[src/rtl/detect_event_collector.sv]
// Collects one-cycle detector events from NUM_CH channels into a tagged FIFO with a pop-style read port.
// Optional macro COLLECTOR_DROP_CNT_EN enables the saturating lost-event counter on drop_cnt.
module detect_event_collector #(
  parameter int CH_W = 2,
  parameter int AW   = 4
) (
  input  logic                        clk,
  input  logic                        rst,
  input  logic [(2**CH_W)-1:0]        det_valid,
  input  logic [32*(2**CH_W)-1:0]     det_time,
  output logic [(2**CH_W)-1:0]        det_ack,
  input  logic                        clr,
  input  logic                        rd_en,
  output logic                        rd_valid,
  output logic [31:0]                 rd_time,
  output logic [CH_W-1:0]             rd_ch,
  output logic                        empty,
  output logic                        full,
  output logic [AW:0]                 count,
  output logic                        drop,
  output logic [15:0]                 drop_cnt
);

  localparam int NUM_CH = 2**CH_W;
  localparam int DEPTH  = 2**AW;

  logic [31:0]        hold_r [NUM_CH];
  logic [NUM_CH-1:0]  pend_r;
  logic [NUM_CH-1:0]  grant_s;
  logic [NUM_CH-1:0]  drop_s;
  logic [CH_W-1:0]    rr_r;
  logic [CH_W-1:0]    gnt_idx_s;
  logic [CH_W-1:0]    cand_s;
  logic               gnt_any_s;
  logic               rd_fire_s;
  logic [CH_W+31:0]   mem_r [DEPTH];
  logic [AW:0]        wr_ptr_r;
  logic [AW:0]        rd_ptr_r;
  logic [AW:0]        wr_ptr_nxt_s;
  logic [AW:0]        rd_ptr_nxt_s;
  logic [AW:0]        count_nxt_s;

  // Round-robin arbiter over registered pend bits; full (registered count) blocks any grant.
  always_comb begin
    grant_s   = '0;
    gnt_idx_s = rr_r;
    gnt_any_s = 1'b0;
    cand_s    = rr_r;
    for (int k = 1; k <= NUM_CH; k++) begin
      cand_s = rr_r + CH_W'(k);
      if (!full && !gnt_any_s && pend_r[cand_s]) begin
        gnt_any_s = 1'b1;
        gnt_idx_s = cand_s;
      end else begin
        gnt_any_s = gnt_any_s;
      end
    end
    if (gnt_any_s) begin
      grant_s[gnt_idx_s] = 1'b1;
    end else begin
      grant_s = '0;
    end
  end

  // A channel loses an event only when its hold is still occupied and not being drained this cycle.
  always_comb begin
    drop_s       = det_valid & pend_r & ~grant_s;
    rd_fire_s    = rd_en & ~empty;
    wr_ptr_nxt_s = wr_ptr_r + {{AW{1'b0}}, gnt_any_s};
    rd_ptr_nxt_s = rd_ptr_r + {{AW{1'b0}}, rd_fire_s};
    count_nxt_s  = wr_ptr_nxt_s - rd_ptr_nxt_s;
  end

  // Capture stage: hold registers, pending flags, acks, round-robin pointer and sticky drop.
  always_ff @(posedge clk) begin
    if (rst || clr) begin
      pend_r  <= '0;
      det_ack <= '0;
      rr_r    <= CH_W'(NUM_CH - 1);
      drop    <= 1'b0;
      for (int i = 0; i < NUM_CH; i++) begin
        hold_r[i] <= 32'd0;
      end
    end else begin
      for (int i = 0; i < NUM_CH; i++) begin
        if (det_valid[i] && (!pend_r[i] || grant_s[i])) begin
          hold_r[i]  <= det_time[32*i +: 32];
          pend_r[i]  <= 1'b1;
          det_ack[i] <= 1'b1;
        end else begin
          det_ack[i] <= 1'b0;
          if (grant_s[i]) begin
            pend_r[i] <= 1'b0;
          end
        end
      end
      if (gnt_any_s) begin
        rr_r <= gnt_idx_s;
      end
      if (|drop_s) begin
        drop <= 1'b1;
      end
    end
  end

  // FIFO storage; stale contents are harmless because the pointers are what reset clears.
  always_ff @(posedge clk) begin
    if (gnt_any_s) begin
      mem_r[wr_ptr_r[AW-1:0]] <= {gnt_idx_s, hold_r[gnt_idx_s]};
    end
  end

  // FIFO pointers, registered status and the read port.
  always_ff @(posedge clk) begin
    if (rst || clr) begin
      wr_ptr_r <= '0;
      rd_ptr_r <= '0;
      count    <= '0;
      empty    <= 1'b1;
      full     <= 1'b0;
      rd_valid <= 1'b0;
      rd_time  <= 32'd0;
      rd_ch    <= '0;
    end else begin
      wr_ptr_r <= wr_ptr_nxt_s;
      rd_ptr_r <= rd_ptr_nxt_s;
      count    <= count_nxt_s;
      empty    <= (count_nxt_s == '0);
      full     <= (count_nxt_s == (AW+1)'(DEPTH));
      rd_valid <= rd_fire_s;
      if (rd_fire_s) begin
        rd_time <= mem_r[rd_ptr_r[AW-1:0]][31:0];
        rd_ch   <= mem_r[rd_ptr_r[AW-1:0]][CH_W+31:32];
      end
    end
  end

`ifdef COLLECTOR_DROP_CNT_EN
  function automatic logic [CH_W:0] popcnt(input logic [NUM_CH-1:0] v);
    logic [CH_W:0] n;
    n = '0;
    for (int i = 0; i < NUM_CH; i++) begin
      n = n + {{CH_W{1'b0}}, v[i]};
    end
    return n;
  endfunction

  logic [15:0] drop_cnt_r;
  logic [16:0] drop_sum_s;

  always_comb begin
    drop_sum_s = {1'b0, drop_cnt_r} + 17'(popcnt(drop_s));
  end

  // Lost-event counter, saturating so a long overflow never wraps back to small values.
  always_ff @(posedge clk) begin
    if (rst || clr) begin
      drop_cnt_r <= 16'd0;
    end else if (drop_sum_s[16]) begin
      drop_cnt_r <= 16'hFFFF;
    end else begin
      drop_cnt_r <= drop_sum_s[15:0];
    end
  end

  assign drop_cnt = drop_cnt_r;
`else
  assign drop_cnt = 16'd0;
`endif

endmodule

[config.mk]
export PLATFORM = sky130hd
export DESIGN_NAME = detect_event_collector
export DESIGN_NICKNAME = d
export VERILOG_FILES = /design/src/rtl/detect_event_collector.sv
export SDC_FILE = /design/constraint.sdc
export NUM_CORES = 1
export LEC_CHECK = 0
export CAP_MARGIN = 20
export CORE_MARGIN = 3
export CORE_UTILIZATION = 45
export DETAILED_ROUTE_END_ITERATION = 10
export PLACE_DENSITY = 0.7
export SLEW_MARGIN = 20
export SYNTH_ARGS = -nofsm -noshare
export SYNTH_HDL_FRONTEND = slang
export SYNTH_SLANG_ARGS = --single-unit
[constraint.sdc]
create_clock -name clk -period 9.3 [get_ports clk]
set_input_delay 1.395 -clock clk [delete_from_list [all_inputs] [get_ports clk]]
set_output_delay 1.395 -clock clk [all_outputs]
set_load 0.02 [all_outputs]
==> reports/qor.csv, run 1 <==
stage;metric;value;unit
status;outcome;completed;
clock_network;clk_pin_slew;60;ps
sta;tns;0;ps
finish;fin_area;0.0339;mm2
synthesis;avgSynthCellArea;19.4;um2
pwr;p_leak;11.1;nW
finish;final_core_util;54.3;%
clock_network;postCtsResizedCells;0;
synthesis;ys_ff_latch;735;
sta;worstMarginPinSlew;962;ps
sta;setup_viol;0;
placement;io_buffers;182;
synthesis;synth_warnings;0;
grt;antenna_found_initial;1;
sta;max_freq;259;MHz
synthesis;postSynth.topFlopCell;edfxtp_1;
pwr;p_per_area;213;mW/mm2
die;core;0.0624;mm2
sta;fin_crit_sh;41.5;%
die;initial_utilization;45.9;%
synthesis;synthTopCellsByCount;672 x edfxtp_1, 170 x mux4_2, 134 x nand3_1;
hold_path;hp-class;reg -> reg;
synthesis;yosysSeqAreaShare;74.8;%
synthesis;synthDominantCellAreaShare;70.4;%
die;io_pins;199;
placement;pre_cts_ws;5240;ps
setup_path;worstPathCellList;nor3b_1 > a21oi_1 > o2111ai_1 > xor2_4 > buf_4 > inv_2 > buf_4 > nand3_1 > nand4_1;
drt;vias;14500;
grt;grt_max_degree;82;
finish;drive_gt1_share;19.8;%
placement;hpwl;35.8;mm
clock_network;insertion_delay;590;ps
sta;rsz0062_at_grt;false;
drt;drc;0;
synthesis;synth_async_sr_flop_share;0;%
synthesis;syn_inst;1478;
clock_network;clockBufferDepth;3;
drt;wirelength;61.9;mm
pwr;p_total;7.22;mW
setup_path;cp.required;9370;ps
placement;placed_area;0.0315;mm2
grt;grt_usage;18.9;%
sta;setup_ws;5440;ps
flow_run;maxCapViolCount;0;
clock_network;cts_tree;done;
finish;area_growth;18.1;%
die;die_h;258;um
grt;grt_pass1_wl;94.6;mm
synthesis;yosysTopAreaCell;edfxtp_1;
drt;routedWlPerCell;24.0;um
synthesis;synth.distinct_cells;48;
synthesis;netlist_area;0.0287;mm2
finish;nFillCells;4773;
sta;slew_headroom;35.9;%
grt;grt_remaining_overflow;0;
die;die-area;0.0668;mm2
clock_network;ctsHoldBuffers;0;
sta;period_needed;3860;ps
setup_path;arrival;3930;ps
setup_path;start_kind;register;
setup_path;worst_path_max_delay_cell;nand4_1;
clock_network;cts_setup_buffers;0;
sta;drv_slew;0;
finish;nNetsFinal;1825;
clock_network;cts.sinks;735;
clock_network;htree_levels;3;
sta;clock-skew-final;14.0;ps
placement;gp_congestion;0.788;
setup_path;cp-end-kind;register;
drt;firstDrtPassIters;5;
setup_path;cp_max_fo;80;
synthesis;synth_enable_flop_cells;672;
die;row_count;91;
pwr;ir_worst_vdd;0.133;mV
setup_path;critPathMaxStageDelay;670;ps
sta;final-hold-violation-count;0;
setup_path;critPathKind;reg -> reg;
die;die_w;258;um
setup_path;cpMostUsedCell;buf_4;
grt;first_global_vias;15200;
drt;final_antenna_net_count;0;
drt;via_per_inst;5.61;
synthesis;synthTopCellsByArea;edfxtp_1 70%, mux4_2 13%, dfxtp_1 4.4%;
synthesis;synth_most_common_cell;edfxtp_1;
clock_network;cts_root_buf;clkbuf_16;
clock_network;numCtsBuffers;71;
drt;drtIter0Drc;1198;
==> placed cells by master (no fill, tap or decap), drive strengths merged, types with 6 or more instances in the layout <==
cell type      synthesis  final
a22o                  34     34
nor3                  10     10
nor2                  36     36
dfxtp                 63     63
bufinv                 0      7
and2                 131    131
ha                     8      8
mux4                 170    170
edfxtp               672    672
clkdlybuf4s50          0    182
clkbuf                40     97
a21oi                  7      7
inv                   12     14
xor2                   6      6
xnor2                  6      6
nand4                 34     34
buf                   66     38
nand2                 11     11
nor2b                  6      6
o21ai                  6      6
conb                   1     16
nand3                134    134
clkinv                 1     24
==> sequential cells by signal, indices dropped and copies added (netlist names) <==
name / flops
drop: 1
count: 5
full: 1
empty: 1
rr_r: 2
mem_r: 544
det_ack: 4
rd_ch: 2
rd_ptr_r: 5
rd_valid: 1
pend_r: 4
hold_r: 128
rd_time: 32
wr_ptr_r: 5
==> critical path, delay by kind of cell, from the launching register on <==
| kind | cells | cell delay, ps |
|---|---|---|
| xor+xnor | 1 | 160 |
| buf+inv | 3 | 980 |
| simple gates | 3 | 1190 |
| compound gates | 2 | 460 |
| flops | 1 | 440 |
==> final timing paths <==
check | start | end | slack (ps) | depth (start not counted)
max | rr_r[0]$_SDFFE_PP1P_ | mem_r[1][1]$_DFFE_PP_ | 5440 | 9
min reg2reg | rd_time[19]$_SDFFE_PP0P_ | rd_time[19]$_SDFFE_PP0P_ | 480 | 1
min | rd_time[19]$_SDFFE_PP0P_ | rd_time[19]$_SDFFE_PP0P_ | 480 | 1
max reg2reg | rr_r[0]$_SDFFE_PP1P_ | mem_r[1][1]$_DFFE_PP_ | 5440 | 9
==> layout make-up <==
type,instances,area [um2],area share (%)
multi-input combinational,639,6810,20.1
tap,837,1050,3.09
inverter,13,48.8,0.144
antenna,1,2.50,0.00739
clock buffer,97,2020,5.97
timing repair buffer,220,2130,6.28
sequential,735,21500,63.3
clock inverter,33,354,1.05
==> routing by layer <==
| layer | up-vias | track usage, % | share of wire [%] |
|---|---|---|---|
| met5 | - | 0 | 0 |
| met3 | 87 | 2.72 | 6.3 |
| met4 | 0 | 4.84 | 1.7 |
| met1 | 7503 | 25.6 | 41 |
| li1 | 6326 | - | - |
| met2 | 541 | 32.4 | 51 |
==> power by group <==
group          internal, mW  leakage [nW]  switching, mW
Combinational         0.179          2.89          0.327
Sequential             3.78          7.01         0.0268
Clock                  1.72          1.16           1.19
==> logic make-up (layout without fill, tap and decap cells) <==
group           count (synthesis)  in the layout  share of synthesized area [%]
compound gates                 59             59                           1.62
xor+xnor                       12             12                          0.393
fa+ha+maj                       9              9                          0.419
buf+inv                       119            363                           2.24
flops                         735            735                           74.8
mux                           170            170                           13.4
other cells                     1             17                         0.0131
simple gates                  373            373                           7.17
==> stage by stage <==
step | cells | hold slack (ps)
detailed placement | 2443 | 471
global route | 2574 | 499
CTS | 2573 | 485
global placement | 2443 | 466
finish | 2575 | 480
floorplan | 1493 | 485
Power figures use the tool's default switching activity.
==> run 2: changes to the inputs <==
clock period = 3.92 ns   (was 9.3 ns; I/O delays follow)
==> run 2 against run 1 <==
  * Routed wire length is 2.3% higher
  * Core utilization increased by 0.29 points
  * Combinational power increased by 140%
  * Cell count hardly changed
  * Total power rose by 140%
  * Critical path type unchanged
  * Highest routed layer unchanged
==> reports/qor.csv, run 2 (same netlist as run 1, synthesis figures left out) <==
stage;metric;value;unit;change
status;outcome;completed;;
clock_network;clockBufferDepth;3;;unchanged
setup_path;critPathMaxStageDelay;640;ps;-30 ps
drt;firstDrtPassIters;5;;unchanged
die;die_w;258;um;unchanged
drt;drtIter0Drc;1343;;+12%
finish;final_cell_mix;672 x edfxtp_1, 182 x clkdlybuf4s50_1, 170 x mux4_2;;
die;die-area;0.0668;mm2;unchanged
clock_network;cts.sinks;735;;unchanged
finish;nNetsFinal;1827;;+0.11%
hold_path;hp-class;reg -> reg;;
grt;grt_pass1_wl;95.8;mm;+1.3%
sta;slew_headroom;32.0;%;-3.8 points
sta;clock-skew-final;21.3;ps;+7.26 ps
drt;via_per_inst;5.63;;+0.29%
finish;fin_area;0.0340;mm2;+0.54%
placement;pre_cts_ws;698;ps;-4540 ps
finish;area_growth;18.8;%;
drt;routedWlPerCell;24.6;um;+2.2%
clock_network;insertion_delay;600;ps;about the same
sta;fin_hold_ws;477;ps;-2.69 ps
finish;diodes;0;;-1
sta;fin_crit_sh;78.4;%;+37 points
setup_path;critPathLaunch;pend_r[1]$_SDFFE_PP0P_;;
die;die_h;258;um;unchanged
pwr;p_leak;11.1;nW;+0.40%
die;initial_utilization;45.9;%;unchanged
finish;largest_reg_flops;544;;unchanged
setup_path;cp-end-kind;register;;
pwr;p_total;17.1;mW;+140%
finish;nFillCells;4740;;-0.69%
clock_network;htree_levels;3;;unchanged
grt;grt_max_degree;138;;+68%
drt;drc;0;;unchanged
clock_network;ctsHoldBuffers;0;;unchanged
finish;stdcell_count;2576;;+0.039%
grt;grt_usage;19.3;%;+0.41 points
clock_network;clk_pin_slew;60;ps;about the same
clock_network;numCtsBuffers;71;;unchanged
finish;seq_area;0.0215;mm2;unchanged
sta;setup_ws;846;ps;-4590 ps
drt;wirelength;63.3;mm;+2.3%
setup_path;cp_max_fo;80;;unchanged
placement;placed_area;0.0317;mm2;+0.73%
finish;multi_input_comb_area;0.00682;mm2;about the same
pwr;ir_worst_vdd;0.259;mV;+96%
finish;final_core_util;54.6;%;+0.29 points
drt;vias;14500;;+0.33%
drt;final_antenna_net_count;0;;unchanged
setup_path;worst_path_max_delay_cell;nand4_1;;
clock_network;postCtsResizedCells;0;;unchanged
clock_network;cts_tree;done;;
flow_run;maxCapViolCount;0;;unchanged
setup_path;arrival;3150;ps;-780 ps
setup_path;start_kind;register;;
sta;drv_slew;0;;unchanged
sta;final-hold-violation-count;0;;unchanged
finish;drive_gt1_share;20.0;%;+0.15 points
clock_network;cts_root_buf;clkbuf_16;;
placement;place_inst;2446;;+0.12%
die;row_count;91;;unchanged
placement;io_buffers;182;;unchanged
clock_network;cts_setup_buffers;0;;unchanged
finish;layout_commonest_cell;edfxtp_1;;
die;io_pins;199;;unchanged
sta;rsz0062_at_grt;false;;
sta;setup_viol;0;;unchanged
pwr;p_per_area;504;mW/mm2;+140%
grt;antenna_found_initial;1;;unchanged
setup_path;critPathKind;reg -> reg;;
setup_path;cp.required;3990;ps;-5380 ps
sta;period_needed;3070;ps;-785 ps
sta;worstMarginPinSlew;1010;ps;+51.4 ps
placement;hpwl;36.3;mm;+1.6%
placement;gp_congestion;0.757;;-3.9%
hold_path;hold_start;rd_time[14]$_SDFFE_PP0P_;;
sta;tns;0;ps;unchanged
setup_path;worstPathCellList;nor2b_1 > a21oi_1 > o2111ai_1 > xor2_4 > inv_2 > buf_12 > nand3_1 > nand4_1;;
die;core;0.0624;mm2;unchanged
grt;first_global_vias;15200;;+0.046%
sta;max_freq;325;MHz;+26%
grt;grt_remaining_overflow;0;;unchanged
setup_path;r2r-start;pend_r[1]$_SDFFE_PP0P_;;
[run 2: cell type report]
cell class                 count  share of cell area, %
clock buffer                  97                   5.81
timing repair buffer         222                   6.82
sequential                   735                   63.0
multi-input combinational    639                   20.0
tap                          837                   3.08
clock inverter                33                   1.12
inverter                      13                  0.143
[run 2: worst max-delay path: cells and delay by family (launching register included)]
family | cells | cell delay [ps]
flops | 1 | 450
compound gates | 2 | 530
xor+xnor | 1 | 220
simple gates | 3 | 1030
buf+inv | 2 | 250
[run 2: routing by layer]
metal / vias to the layer above / GRT usage [%] / routed length (um)
li1: 6335 / - / -
met1: 7485 / 26.1 / 25900
met2: 611 / 32.9 / 32300
met3: 73 / 2.93 / 4010
met4: 0 / 5.18 / 1110
met5: - / 0 / 0
[run 2: final timing paths]
check | to | slack [ps] | depth (start not counted)
max | mem_r[0][4]$_DFFE_PP_ | 850 | 8
min | rd_time[14]$_SDFFE_PP0P_ | 480 | 1
max reg2reg | mem_r[0][4]$_DFFE_PP_ | 850 | 8
min reg2reg | rd_time[14]$_SDFFE_PP0P_ | 480 | 1
[run 2: power breakdown]
group	leakage, nW	switching [mW]	total, mW	internal (mW)
Sequential	7.01	0.0643	9.03	8.96
Combinational	2.94	0.779	1.23	0.453
Clock	1.15	2.81	6.89	4.08
Total	11.1	3.65	17.1	13.5
